--- src/rtl/mc_ctrl_fsm.sv ---
// mc_ctrl_fsm: multi-cycle RV32I control sequencer.
// Fetch/decode/execute with memory handshake timeout and trap handling.
module mc_ctrl_fsm #(
  parameter int MEM_TIMEOUT = 16,
  parameter bit TRAP_HALT   = 1'b1
) (
  input  logic        clk,
  input  logic        reset_n,
  input  logic [31:0] instrCode,
  input  logic        imemReady,
  input  logic        dmemAck,
  output logic        pcEn,
  output logic        irEn,
  output logic        imemReq,
  output logic        dmemReq,
  output logic        regFileWe,
  output logic        aluSrcMuxSel,
  output logic        dataWe,
  output logic [2:0]  RFWDSrcMuxSel,
  output logic        branch,
  output logic        jal,
  output logic        jalr,
  output logic [3:0]  aluControl,
  output logic        trap,
  output logic [1:0]  trapCause,
  output logic        halted
);

  localparam int CW =
    (MEM_TIMEOUT > 0) ? $clog2(MEM_TIMEOUT + 1) : 1;
  localparam int LAST_I =
    (MEM_TIMEOUT > 0) ? MEM_TIMEOUT - 1 : 0;
  localparam logic [CW-1:0] LAST = LAST_I[CW-1:0];

  typedef enum logic [3:0] {
    FETCH, DECODE, R_EXE, I_EXE, B_EXE,
    LU_EXE, AU_EXE, J_EXE, JL_EXE,
    S_EXE, S_MEM, L_EXE, L_MEM, L_WB, TRAP
  } state_t;

  state_t          state;
  logic [CW-1:0]   cnt;
  logic [1:0]      cause;
  logic            trap_q;
  logic [6:0]      opcode;
  logic [3:0]      ops;
  logic            tmo;
  logic            unused_bits;

  assign opcode = instrCode[6:0];
  assign ops    = {instrCode[30], instrCode[14:12]};
  assign unused_bits =
    ^{instrCode[31], instrCode[29:15], instrCode[11:7]};

  // Timeout fires on the last allowed wait cycle; a handshake wins.
  assign tmo = (MEM_TIMEOUT > 0) && (cnt == LAST);

  always_ff @(posedge clk or negedge reset_n) begin
    if (!reset_n) begin
      state  <= FETCH;
      cnt    <= '0;
      cause  <= 2'b00;
      trap_q <= 1'b0;
    end else begin
      trap_q <= 1'b0;
      cnt    <= '0;
      unique case (state)
        FETCH:
          if (imemReady) state <= DECODE;
          else if (tmo) begin
            state  <= TRAP;
            cause  <= 2'b10;
            trap_q <= 1'b1;
          end else cnt <= cnt + CW'(1);
        DECODE:
          unique case (opcode)
            7'b0110011: state <= R_EXE;
            7'b0010011: state <= I_EXE;
            7'b1100011: state <= B_EXE;
            7'b0110111: state <= LU_EXE;
            7'b0010111: state <= AU_EXE;
            7'b1101111: state <= J_EXE;
            7'b1100111: state <= JL_EXE;
            7'b0100011: state <= S_EXE;
            7'b0000011: state <= L_EXE;
            default: begin
              state  <= TRAP;
              cause  <= 2'b01;
              trap_q <= 1'b1;
            end
          endcase
        S_EXE: state <= S_MEM;
        S_MEM:
          if (dmemAck) state <= FETCH;
          else if (tmo) begin
            state  <= TRAP;
            cause  <= 2'b10;
            trap_q <= 1'b1;
          end else cnt <= cnt + CW'(1);
        L_EXE: state <= L_MEM;
        L_MEM:
          if (dmemAck) state <= L_WB;
          else if (tmo) begin
            state  <= TRAP;
            cause  <= 2'b10;
            trap_q <= 1'b1;
          end else cnt <= cnt + CW'(1);
        TRAP:
          if (!TRAP_HALT) state <= FETCH;
        default: state <= FETCH;
      endcase
    end
  end

  always_comb begin
    pcEn          = 1'b0;
    irEn          = 1'b0;
    imemReq       = 1'b0;
    dmemReq       = 1'b0;
    regFileWe     = 1'b0;
    aluSrcMuxSel  = 1'b0;
    dataWe        = 1'b0;
    RFWDSrcMuxSel = 3'b000;
    branch        = 1'b0;
    jal           = 1'b0;
    jalr          = 1'b0;
    aluControl    = ops;
    unique case (state)
      FETCH: begin
        imemReq = 1'b1;
        irEn    = imemReady;
      end
      R_EXE: begin
        regFileWe = 1'b1;
        pcEn      = 1'b1;
      end
      I_EXE: begin
        regFileWe    = 1'b1;
        aluSrcMuxSel = 1'b1;
        pcEn         = 1'b1;
        aluControl   = (ops == 4'b1101) ? ops
                     : {1'b0, instrCode[14:12]};
      end
      B_EXE: begin
        branch = 1'b1;
        pcEn   = 1'b1;
      end
      LU_EXE: begin
        regFileWe     = 1'b1;
        RFWDSrcMuxSel = 3'b010;
        pcEn          = 1'b1;
      end
      AU_EXE: begin
        regFileWe     = 1'b1;
        RFWDSrcMuxSel = 3'b011;
        pcEn          = 1'b1;
      end
      J_EXE: begin
        regFileWe     = 1'b1;
        jal           = 1'b1;
        RFWDSrcMuxSel = 3'b100;
        pcEn          = 1'b1;
      end
      JL_EXE: begin
        regFileWe     = 1'b1;
        jal           = 1'b1;
        jalr          = 1'b1;
        RFWDSrcMuxSel = 3'b100;
        pcEn          = 1'b1;
        aluControl    = 4'b0000;
      end
      S_EXE: begin
        aluSrcMuxSel = 1'b1;
        aluControl   = 4'b0000;
      end
      S_MEM: begin
        aluSrcMuxSel = 1'b1;
        dmemReq      = 1'b1;
        dataWe       = 1'b1;
        pcEn         = dmemAck;
      end
      L_EXE: begin
        aluSrcMuxSel  = 1'b1;
        RFWDSrcMuxSel = 3'b001;
        aluControl    = 4'b0000;
      end
      L_MEM: begin
        aluSrcMuxSel  = 1'b1;
        RFWDSrcMuxSel = 3'b001;
        dmemReq       = 1'b1;
      end
      L_WB: begin
        aluSrcMuxSel  = 1'b1;
        RFWDSrcMuxSel = 3'b001;
        regFileWe     = 1'b1;
        pcEn          = 1'b1;
      end
      TRAP: pcEn = !TRAP_HALT;
      default: ;
    endcase
    // Strobes must fall with reset even mid-cycle.
    if (!reset_n) begin
      pcEn      = 1'b0;
      irEn      = 1'b0;
      imemReq   = 1'b0;
      dmemReq   = 1'b0;
      regFileWe = 1'b0;
      dataWe    = 1'b0;
    end
  end

  assign trap      = trap_q;
  assign trapCause = cause;
  assign halted    = TRAP_HALT && (state == TRAP);

endmodule

--- config.mk ---
export PLATFORM = sky130hd
export DESIGN_NAME = mc_ctrl_fsm
export DESIGN_NICKNAME = d
export VERILOG_FILES = /design/src/rtl/mc_ctrl_fsm.sv
export SDC_FILE = /design/constraint.sdc
export NUM_CORES = 1
export LEC_CHECK = 0
export BUFFER_PORTS_ARGS = -buffer_cell sky130_fd_sc_hd__buf_2
export CORE_MARGIN = 2
export CORE_UTILIZATION = 33
export DETAILED_ROUTE_END_ITERATION = 7
export SYNTH_ARGS = -nofsm -noshare
export SYNTH_HDL_FRONTEND = slang
export SYNTH_SLANG_ARGS = --single-unit
--- constraint.sdc ---
create_clock -name clk -period 3 [get_ports clk]
set_clock_uncertainty 0.05 [all_clocks]
set_input_delay 0.3 -clock clk [delete_from_list [all_inputs] [get_ports clk]]
set_output_delay 0.3 -clock clk [all_outputs]
set_load 0.01 [all_outputs]
==> impl_metrics.py <==
metrics = {
    "clock_network": {
        "clk-insertion-delay-late_ns": 0.27,
        "cts_sinks": 12,
        "cts-buffers-inserted": 3,
        "cts_post_setup_buffers_inserted": 0,
        "tritoncts": "built",
        "cts.path.max_buffers": 2,
        "htree_levels": 1,
        "clk_transition_reported_paths_ns": 0.08,
        "clock_tree.root_cell": "clkbuf_4",
    },
    "die": {
        "ios": 57,
        "die-area_um2": 3860,
        "placementRows": 21,
        "die-height_um": 62.2,
        "core_region_area_um2": 3280,
        "initial_core_utilization_pct": 34.0,
        "horizontal_extent_of_the_die_um": 62.2,
    },
    "power": {
        "power.density_cell_area_nw_per_um2": 761,
        "netSwitchingPower_uw": 482,
        "share_seq_of_total_power_pct": 34.6,
        "comb_power_share_pct": 52.9,
        "power.share.clock_pct": 12.5,
        "peakVddDrop_mv": 0.198,
        "power.internal_uw": 541,
        "swShare_pct": 47.1,
        "total_leakage_power_uw": 0.000608,
    },
    "timing": {
        "fin_crit_sh_pct": 78.6,
        "setup_repair_after_global_routing_missed_its_margin": "false",
        "slew_headroom_pct": 50.9,
        "min_period_ns": 2.36,
        "setup_tns_ns": 0,
        "final_max_slew_viol_count": 0,
        "hold_viol": 0,
        "setup_viol": 0,
        "worst-slew-pin-transition_ns": 0.736,
        "max_freq_ghz": 0.424,
    },
    "yosys": {
        "synth_sequential_area_ratio_pct": 26.9,
        "synth_async_sr_flop_share_pct": 100,
        "synth-main-ff-cell": "dfrtp_1",
        "synth_edf_count": 0,
        "netlist_instances": 138,
        "ys_seq_elements": 12,
        "syn-cell-area_um2": 1120,
        "synth_area_per_cell_um2": 8.09,
        "synth.distinct_cells": 50,
        "synth_fp_nets": 175,
        "yosys_warnings": 0,
    },
    "layout": {
        "final_cell_area_um2": 1350,
        "final_util_pct": 41.0,
        "antenna_cells": 0,
        "area_of_combinational_cells_with_multiple_inputs_um2": 751,
        "final_net_count": 207,
        "area.growth.synth_to_final_pct": 20.5,
        "n_fill_cell": 350,
        "instances_no_fill": 215,
        "seqCellArea_um2": 300,
        "drive_above_1_share_pct": 26.6,
    },
    "drt": {
        "drt.antenna.violating_nets": 0,
        "vias_per_cell": 5.34,
        "drt_pass1_iterations": 4,
        "via_count": 1149,
        "route.final.wire_length_um": 2700,
        "remaining_drc_errors": 0,
        "routedWlPerCell_um": 12.6,
        "detailedRoute.firstIterationViolations": 60,
    },
    "worst_hold_path": {
        "hold_path.class": "in2reg",
    },
    "placement": {
        "dp.cells": 210,
        "dp.final_hpwl_um": 2040,
        "postPlaceCellArea_um2": 1300,
        "port_buffers": 35,
        "gp_congestion": 0.860,
    },
    "worst_setup_path": {
        "regToRegEndpoint": "cnt[3]",
        "arrival_ns": 2.01,
        "path_max_fanout": 19,
        "crit_path_end": "pcEn",
        "timing.critical_path.required_ns": 2.65,
        "r2r_start": "state[2]",
        "r2r_slack_ns": 1.03,
        "first_element_of_the_critical_path": "state[1]",
        "crit_path_end_kind": "primary output",
        "ff2ff_path_depth": 4,
        "startpoint_type_of_the_worst_setup_path": "flip-flop",
        "worst_path_class_setup": "reg2out",
    },
    "global_route": {
        "grt_antenna_before_repair": 0,
        "grt-ovfl-total": 0,
        "vias_in_the_first_global_route": 1082,
        "grt.total_usage_pct": 14.7,
        "grt_first_pass_wirelength_um": 4730,
        "maximum_number_of_pins_on_one_net_before_global_route_repair": 26,
    },
    "run": {
        "max-cap-violations": 0,
    },
    "outcome": {
        "outcome": "finished, final reports clean",
    },
}
## flip-flops by register name, summed over array words and instances, names as in the netlist
| register | count |
|---|---|
| state | 4 |
| trapCause | 2 |
| trap | 1 |
| cnt | 5 |
## repair_timing
| action | 4_1_cts | 5_1_grt |
|---|---|---|
| endpoints found under the hold margin | 12 | 0 |
| hold buffers | 1 | 0 |
| gates resized for setup | 0 | 0 |
## cells in the final DEF, fill, tap and decap left out, types with 3 or more instances in the layout
cell type,netlist,routed
a211oi_1,4,4
buf_2,7,35
inv_1,4,4
a31oi_1,5,5
nand3_1,4,4
dfrtp_1,12,12
nand2b_1,4,4
and2_1,6,6
nor2b_1,5,5
o22ai_1,4,4
a21oi_1,7,7
nor3_1,3,3
nor2_1,13,13
a311oi_1,3,3
clkbuf_4,0,3
nand2_1,10,10
## cell usage after synthesis, types with 2 or more instances
cell        n  share of area, %
nor2b_1     5               2.8
inv_1       4               1.3
nor3_1      3               1.3
o21a_1      2               1.3
a2111oi_0   2               1.6
a311oi_1    3               2.4
nand2_1    10               3.4
nor3b_1     2               1.3
a21oi_1     7               3.1
o22ai_1     4               2.2
nand4bb_1   2               2.0
dfrtp_1    12                27
buf_2       7               3.1
nor2_1     13               4.4
a211oi_1    4               2.7
and2_1      6               3.4
o31a_1      2               1.6
a211o_1     2               1.6
a31oi_1     5               2.8
xor2_1      2               1.6
and3_1      2               1.1
nand3_1     4               1.8
o21ai_0     2              0.90
nand3b_1    2               1.3
nand2b_1    4               2.2
nand4b_1    2               1.6
xnor2_1     2               1.6
## per-layer routing
| metal | part of all wire [%] | GRT usage [%] | vias to the layer above |
|---|---|---|---|
| met3 | 3.7 | 3.44 | 2 |
| met2 | 50 | 24.6 | 26 |
| met5 | 0 | 0 | - |
| met1 | 46 | 19.2 | 542 |
| li1 | - | - | 579 |
| met4 | 0.15 | 3.33 | 0 |
## final cells by class
class,instances,share of cell area [%]
Multi-Input combinational cell,113,55.8
Sequential cell,12,22.3
Inverter,4,1.12
Timing Repair Buffer,36,13.8
Tap cell,46,4.28
Clock buffer,4,2.70
## stage by stage
step                setup WS (ns)  total power (µW)  hold WS (ns)
floorplan                    1.20               757       -0.0456
global placement            0.941               892         0.170
detailed placement          0.965               899         0.177
CTS                         0.645              1030         0.352
global route                0.465              1120         0.406
finish                      0.641              1020         0.348
## power groups by stage
stage                     Clock (µW)  Combinational [µW]  Sequential [µW]
after global routing             140                 612              372
after global placement             0                 538              354
after detailed placement           0                 545              354
final                            127                 542              354
after CTS                        131                 547              352
after floorplan                    0                 503              254
## worst max-delay path, cell delays in order, from the launching register on
cell	delay (ns)
dfrtp_1	0.71
inv_1	0.28
nand2_1	0.19
a21boi_0	0.10
o31a_1	0.31
buf_2	0.14
## worst min path at each step
stage	start	endpoint	slack, ns	depth (start not counted)
after floorplan	reset_n	cnt[0]	-0.05	0
after global placement	reset_n	cnt[0]	0.17	1
after detailed placement	reset_n	cnt[0]	0.18	1
after CTS	imemReady	state[0]	0.35	3
after global routing	imemReady	state[0]	0.41	3
final	imemReady	state[0]	0.35	3
## kinds of logic (layout without fill, tap and decap cells)
group                    Yosys count  count (layout)  share of synthesized area (%)
adder cells (fa/ha/maj)            1               1                           1.12
AO/OA/AOI/OAI                     43              43                           27.6
buffers and inverters             13              44                           5.83
AND/OR/NAND/NOR                   64              64                           34.5
multiplexers                       1               1                          0.897
XOR/XNOR                           4               4                           3.14
flip-flops                        12              12                           26.9
(Power assumes the default switching activity.)
